<file path="src/rtl/aidan_mcnay_divrem_unit_if.sv">
// aidan_mcnay_divrem_unit_if: val/rdy operand and result bundle for the divider
interface aidan_mcnay_divrem_unit_if #(parameter int nbits = 16);
  logic [nbits-1:0] opa, opb, quotient, remainder;
  logic istream_val, istream_rdy, div_by_zero, ostream_val, ostream_rdy;
  modport master(output opa, opb, istream_val, ostream_rdy,
                 input istream_rdy, quotient, remainder, div_by_zero, ostream_val);
  modport slave(input opa, opb, istream_val, ostream_rdy,
                output istream_rdy, quotient, remainder, div_by_zero, ostream_val);
endinterface

</file>
<file path="src/rtl/aidan_mcnay_divrem_unit.sv">
// aidan_mcnay_divrem_unit: iterative restoring unsigned divider with quotient, remainder and divide-by-zero flag
module aidan_mcnay_divrem_unit #(parameter int nbits = 16) (
  input logic clk,
  input logic reset,
  aidan_mcnay_divrem_unit_if.slave io
);
  localparam int cw = $clog2(nbits + 1);
  localparam logic [1:0] idle = 2'd0, calc = 2'd1, done = 2'd2;
  logic [1:0] state_q, state_d;
  logic [nbits-1:0] d_q, d_d, q_q, q_d, r_q, r_d;
  logic [cw-1:0] cnt_q, cnt_d;
  logic dbz_q, dbz_d;
  logic [nbits:0] t;
  logic ge, acc, zero, early;
  always_comb begin
    t = {r_q, q_q[nbits-1]};
    ge = t >= {1'b0, d_q};
    acc = state_q == idle && io.istream_val && !reset;
    zero = io.opb == '0;
    early = zero || io.opa < io.opb;
    state_d = state_q;
    d_d = d_q;
    q_d = q_q;
    r_d = r_q;
    cnt_d = cnt_q;
    dbz_d = dbz_q;
    if (acc) begin
      state_d = early ? done : calc;
      d_d = io.opb;
      q_d = zero ? '1 : early ? '0 : io.opa;
      r_d = early ? io.opa : '0;
      cnt_d = cw'(nbits);
      dbz_d = zero;
    end else if (state_q == calc) begin
      state_d = cnt_q == cw'(1) ? done : calc;
      q_d = {q_q[nbits-2:0], ge};
      r_d = ge ? nbits'(t - {1'b0, d_q}) : t[nbits-1:0];
      cnt_d = cnt_q - cw'(1);
    end else if (state_q == done && io.ostream_rdy) begin
      state_d = idle;
    end
  end
  always_ff @(posedge clk) begin
    if (reset) begin
      state_q <= idle;
      d_q <= '0;
      q_q <= '0;
      r_q <= '0;
      cnt_q <= '0;
      dbz_q <= 1'b0;
    end else begin
      state_q <= state_d;
      d_q <= d_d;
      q_q <= q_d;
      r_q <= r_d;
      cnt_q <= cnt_d;
      dbz_q <= dbz_d;
    end
  end
  assign io.istream_rdy = state_q == idle && !reset;
  assign io.ostream_val = state_q == done;
  assign io.quotient = q_q;
  assign io.remainder = r_q;
  assign io.div_by_zero = dbz_q;
endmodule

</file>
<file path="src/flat_wrapper.sv">
// flat-port wrapper written by rule: the top's interface ports become plain ports
module aidan_mcnay_divrem_unit_flat 
#(parameter int nbits = 16)
  (clk, reset, io_opa, io_opb, io_istream_val, io_ostream_rdy, io_istream_rdy, io_quotient, io_remainder, io_div_by_zero, io_ostream_val);
  aidan_mcnay_divrem_unit_if #(.nbits(nbits)) io_i ();
  input logic clk;
  input logic reset;
  input wire logic [$bits(io_i.opa)-1:0] io_opa;
  input wire logic [$bits(io_i.opb)-1:0] io_opb;
  input wire logic [$bits(io_i.istream_val)-1:0] io_istream_val;
  input wire logic [$bits(io_i.ostream_rdy)-1:0] io_ostream_rdy;
  output wire logic [$bits(io_i.istream_rdy)-1:0] io_istream_rdy;
  output wire logic [$bits(io_i.quotient)-1:0] io_quotient;
  output wire logic [$bits(io_i.remainder)-1:0] io_remainder;
  output wire logic [$bits(io_i.div_by_zero)-1:0] io_div_by_zero;
  output wire logic [$bits(io_i.ostream_val)-1:0] io_ostream_val;
  assign io_i.opa = io_opa;
  assign io_i.opb = io_opb;
  assign io_i.istream_val = io_istream_val;
  assign io_i.ostream_rdy = io_ostream_rdy;
  assign io_istream_rdy = io_i.istream_rdy;
  assign io_quotient = io_i.quotient;
  assign io_remainder = io_i.remainder;
  assign io_div_by_zero = io_i.div_by_zero;
  assign io_ostream_val = io_i.ostream_val;
  aidan_mcnay_divrem_unit #(.nbits(nbits)) u_core (.clk(clk), .reset(reset), .io(io_i));
endmodule
</file>
<file path="config.mk">
export PLATFORM = sky130hd
export DESIGN_NAME = aidan_mcnay_divrem_unit_flat
export DESIGN_NICKNAME = d
export VERILOG_FILES = /design/src/rtl/aidan_mcnay_divrem_unit_if.sv /design/src/rtl/aidan_mcnay_divrem_unit.sv /design/src/flat_wrapper.sv
export SDC_FILE = /design/constraint.sdc
export NUM_CORES = 1
export LEC_CHECK = 0
export CELL_PAD_IN_SITES_DETAIL_PLACEMENT = 0
export CELL_PAD_IN_SITES_GLOBAL_PLACEMENT = 2
export CORE_MARGIN = 3
export CORE_UTILIZATION = 30
export CTS_CLUSTER_SIZE = 40
export DETAILED_ROUTE_END_ITERATION = 10
export PLACE_DENSITY_LB_ADDON = 0.2
export SLEW_MARGIN = 20
export SYNTH_ARGS = -nofsm -noshare
export SYNTH_HDL_FRONTEND = slang
export SYNTH_SLANG_ARGS = --single-unit
</file>
<file path="constraint.sdc">
create_clock -name clk -period 3.3 [get_ports clk]
set_input_delay 0.495 -clock clk [delete_from_list [all_inputs] [get_ports clk]]
set_output_delay 0.495 -clock clk [all_outputs]
set_load 0.005 [all_outputs]
</file>
==> results of run 1 <==
[per-layer routing]
metal  GRT usage (%)  up-vias  wire length [um]
met3            3.28       13               538
met5               0        -                 0
li1                -     1896                 -
met4            4.25        0               218
met2            28.9       90              5790
met1            26.2     1792              6190
[cells in the mapped netlist (4+ instances only)]
| master | number |
|---|---|
| sky130_fd_sc_hd__nor2_1 | 53 |
| sky130_fd_sc_hd__nor4_1 | 5 |
| sky130_fd_sc_hd__inv_1 | 39 |
| sky130_fd_sc_hd__a211oi_1 | 8 |
| sky130_fd_sc_hd__a311oi_1 | 23 |
| sky130_fd_sc_hd__nor2b_1 | 4 |
| sky130_fd_sc_hd__o22ai_1 | 17 |
| sky130_fd_sc_hd__clkbuf_1 | 19 |
| sky130_fd_sc_hd__o31ai_1 | 7 |
| sky130_fd_sc_hd__a21o_1 | 5 |
| sky130_fd_sc_hd__nand3_1 | 26 |
| sky130_fd_sc_hd__and3_1 | 4 |
| sky130_fd_sc_hd__o21ai_0 | 16 |
| sky130_fd_sc_hd__dfxtp_1 | 56 |
| sky130_fd_sc_hd__nand2_1 | 52 |
| sky130_fd_sc_hd__a21oi_1 | 30 |
| sky130_fd_sc_hd__xnor2_1 | 11 |
| sky130_fd_sc_hd__nand4_1 | 5 |
| sky130_fd_sc_hd__or3_1 | 4 |
| sky130_fd_sc_hd__ha_1 | 33 |
| sky130_fd_sc_hd__nand2b_1 | 4 |
| sky130_fd_sc_hd__nor3_1 | 10 |
| sky130_fd_sc_hd__a31oi_1 | 4 |
[sequential cells by signal, summed over array words and instances (netlist names)]
name	count
u_core.io.remainder	16
u_core.cnt_q	5
u_core.d_q	16
u_core.io.quotient	16
u_core.state_q	2
u_core.io.div_by_zero	1
[layout by cell type (no fill, tap or decap), types with 10 or more instances in the layout]
cell type / count
sky130_fd_sc_hd__nor3_1: 10
sky130_fd_sc_hd__a311oi_1: 23
sky130_fd_sc_hd__nor2_1: 53
sky130_fd_sc_hd__o21ai_0: 16
sky130_fd_sc_hd__dfxtp_1: 56
sky130_fd_sc_hd__nand2_1: 51
sky130_fd_sc_hd__a21oi_1: 30
sky130_fd_sc_hd__o22ai_1: 17
sky130_fd_sc_hd__xnor2_1: 11
sky130_fd_sc_hd__nand3_1: 26
sky130_fd_sc_hd__buf_4: 13
sky130_fd_sc_hd__inv_1: 39
sky130_fd_sc_hd__ha_1: 33
sky130_fd_sc_hd__clkdlybuf4s50_1: 70
[where the power goes]
group,total [uW],switching (uW),internal [uW]
Combinational,1530,836,692
Sequential,858,88.1,770
Clock,553,269,284
[kinds of logic (layout without fill, tap and decap cells)]
kind of cell | Yosys count | after routing | share of synthesized area [%]
fa+ha+maj | 34 | 34 | 11.6
xor+xnor | 14 | 14 | 3.30
simple gates | 182 | 182 | 23.0
compound gates | 134 | 134 | 25.2
buf+inv | 64 | 131 | 6.77
flops | 56 | 56 | 30.2
[stage by stage]
| step | hold WS [ns] | power, uW | worst slack, ns | util [%] | std cells |
|---|---|---|---|---|---|
| after detailed placement | 0.465 | 2400 | 0.203 | 38.5 | 711 |
| after global placement | 0.458 | 2410 | 0.287 | 38.5 | 711 |
| after global routing | 0.500 | 3170 | 0.250 | 39.7 | 719 |
| after floorplan | 0.439 | 1860 | 0.983 | - | 484 |
| after CTS | 0.478 | 2960 | 0.491 | 39.7 | 719 |
| final | 0.470 | 2940 | 0.478 | 39.7 | 719 |
[critical path, delay by kind of cell]
family,cells,cell delay [ns]
buffers and inverters,3,0.85
adders and majority gates,1,0.31
AOI/OAI and AO/OA,5,0.87
and+or+nand+nor,2,0.49
[cell type report]
class / count / area (um^2)
Clock buffer: 5 / 125
Fill cell: 1286 / 7270
Sequential cell: 56 / 1120
Multi-Input combinational cell: 364 / 2350
Timing Repair Buffer: 84 / 818
Clock inverter: 3 / 23.8
Tap cell: 168 / 210
Inverter: 39 / 146
[how the worst min path moves through the flow]
| stage | startpoint | end | slack [ns] | cells after the start |
|---|---|---|---|---|
| after floorplan | u_core.d_q[10] | u_core.d_q[10] | 0.44 | 2 |
| final | u_core.d_q[15] | u_core.d_q[15] | 0.47 | 2 |
| after detailed placement | u_core.d_q[0] | u_core.d_q[0] | 0.46 | 2 |
| after CTS | u_core.d_q[15] | u_core.d_q[15] | 0.48 | 2 |
| after global routing | u_core.d_q[0] | u_core.d_q[0] | 0.50 | 2 |
| after global placement | u_core.d_q[15] | u_core.d_q[15] | 0.46 | 2 |
==> results by stage, run 1 <==
Setup path:
- At the worst endpoint, the required time is 3.51 ns.
- The path type of the worst setup path is in2reg.
- The slowest stage of the critical path belongs to the cell sky130_fd_sc_hd__clkdlybuf4s50_1.
- The terminus of the critical flop-to-flop path is u_core.io.remainder[14].
- The worst setup path endpoint is u_core.io.remainder[4].
- The critical path goes through clkdlybuf4s50_1 -> inv_1 -> ha_1 -> a211oi_1 -> o22ai_1 -> nor3_1 -> a211oi_1 -> nor2_1 -> buf_4 -> a21oi_1 -> a311oi_1.
- The delay of the slowest critical-path stage is 0.52 ns.
- Along the worst path, the maximum fanout reaches 12.
- Counting cells, the worst reg-to-reg path comes to 11.
- Setup slack on the worst reg-to-reg path comes out at 0.57 ns.
- The sort of element at the start of the critical path is an input pin.
- In this run the critical register-to-register path is launched from u_core.io.quotient[15].
- At the worst endpoint, the arrival time is 3.03 ns.
- The most numerous cell type found on the critical path is sky130_fd_sc_hd__a211oi_1.
- The category of the worst setup path capture point is a register.
- The most critical setup path has its startpoint at io_opb[9].

GRT:
- The first-pass GRT wire length is 20600 um.
- Global routing finished with a remaining overflow of 0.
- Global routing used 18.4% of the available tracks.
- The initial antenna violation count is 0.
- The via count of the first global-routing pass was ~3800.
- The largest net degree at the start of global routing is 59.

Synth:
- In the synthesized netlist, the number of instances is 484.
- The synthesized design contains 0 enable-type register cells.
- The share of flip-flops with an asynchronous set or reset is 0%.
- For this run, the leading register cell type out of synthesis is sky130_fd_sc_hd__dfxtp_1.
- The warning count from the yosys run is 0.
- The proportion of synthesized chip area in sequential cells is 30.2%.
- Counting every net in the synthesized netlist gives 554.
- The share of synthesized area in the top cell type comes to a little under a third.
- In the post-synthesis netlist, the biggest area contributors are sky130_fd_sc_hd__dfxtp_1, sky130_fd_sc_hd__ha_1, sky130_fd_sc_hd__a311oi_1.
- The biggest area contributor in the post-synthesis netlist is sky130_fd_sc_hd__dfxtp_1.
- The mapped netlist covers 3720 um^2.
- After synthesis the netlist holds a flip-flop and latch count of 56.
- A synthesized cell averages 7.68 um^2.
- The netlist uses 56 different library cells.

STA:
- Setup repair after global routing left no endpoint under its margin.
- The clock period could shrink to about 2.8 ns.
- Across the routed clock network, the largest skew measured is about 0.011 ns.
- The hold violation count in the final report is 0.
- At the pin with the least slew margin, the transition time is 0.863 ns.
- The final count of pins violating max slew is 0.
- The portion of the clock cycle consumed by the worst path in the final layout is around 86%.
- Setup violations remaining at the end of the flow were counted as 0.
- Derived from the worst setup path, the maximum achievable clock frequency is 354 MHz.
- Summed over all failing endpoints, the final setup total negative slack is 0 ns.
- The worst slew margin relative to its limit is a little over two fifths.

Drt:
- The number of vias in the routed layout is 3791.
- In this run, the number of DRC markers left after iteration 0 of detailed routing was 263.
- The final routed wire length divided by cell count is 17.7 um.
- The total wire length is 12700 um.
- The detailed-route DRC error count is 0.
- The total iterations of the first detailed-routing run is 5.
- After detailed routing, the number of vias per cell comes to 5.27.
- The detail route stage leaves a number of antenna-violating nets equal to 0.

Clocking:
- The number of hold-repair buffers added at the cts stage is 0.
- In this run, post-CTS repair resized a total of 0 instances.
- Post-CTS timing repair inserted 0 buffers for setup.
- After clock tree synthesis, the clock-pin slew on the worst setup and hold paths is 0.08 ns.
- The longest clock path from root to sink contains 2 buffers.
- The later-pin clock latency in the skew report is approximately 0.3 ns.
- The master cell of the clock root buffer is sky130_fd_sc_hd__clkbuf_16.
- Counting every sink on the clock net gives 56.
- TritonCTS built the clock tree.
- The number of buffers created by CTS is 5.
- The deepest level of the CTS H-tree is 2.

Finish:
- The repair_antennas step left the layout with diodes totalling 0.
- The layout-stage area growth over the synthesis result is 28.9%.
- The net count reported at finish is 620.
- Of the cells placed in the final design, the portion with a size suffix greater than 1 is slightly above 6%.
- The post-route cell area is 4790 um^2.

Die:
- For this configuration, the core starts out at a cell density of 30.8%.
- The floorplan step defined a die boundary enclosing 13800 um^2.
- Measured along the y axis, the die boundary spans 117 um.
- The die width is 117 um.
- The number of placement rows is 40.
- The core region is 12100 um^2.
- 71 I/O pins were placed.

Run status:
- The run finished with clean final reports.

Placed design:
- The post-place instance area is 4640 um^2.
- The number of port buffers is 70.
- Detailed placement finished with a half-perimeter wire length of 9840 um.
- The last weighted congestion value of the routability-driven placer is 0.842.

Power:
- The worst supply voltage drop on vdd is ~190 uV.
- The total power per unit cell area is slightly above 600 nW/um^2.
- The analysis attributes to cell leakage a power of 0.00182 uW.

Min path:
- The worst hold path class is reg2reg.

Job:
- The tool flagged a number of max-cap violations equal to 0.
Note: power is estimated with default switching activity, not from simulation.
==> inputs of run 2 (changes only) <==
--- a/config.mk
+++ b/config.mk
@@ -9,10 +9,11 @@
 export CELL_PAD_IN_SITES_GLOBAL_PLACEMENT = 2
 export CORE_MARGIN = 3
 export CORE_UTILIZATION = 30
+export CTS_BUF_LIST = sky130_fd_sc_hd__clkbuf_16
 export CTS_CLUSTER_SIZE = 40
 export DETAILED_ROUTE_END_ITERATION = 10
 export PLACE_DENSITY_LB_ADDON = 0.2
-export SLEW_MARGIN = 20
+export SLEW_MARGIN = 10
 export SYNTH_ARGS = -nofsm -noshare
 export SYNTH_HDL_FRONTEND = slang
 export SYNTH_SLANG_ARGS = --single-unit
==> results of run 2 <==
Same layout as run 1: the final DEF is identical, and so are final timing and power.
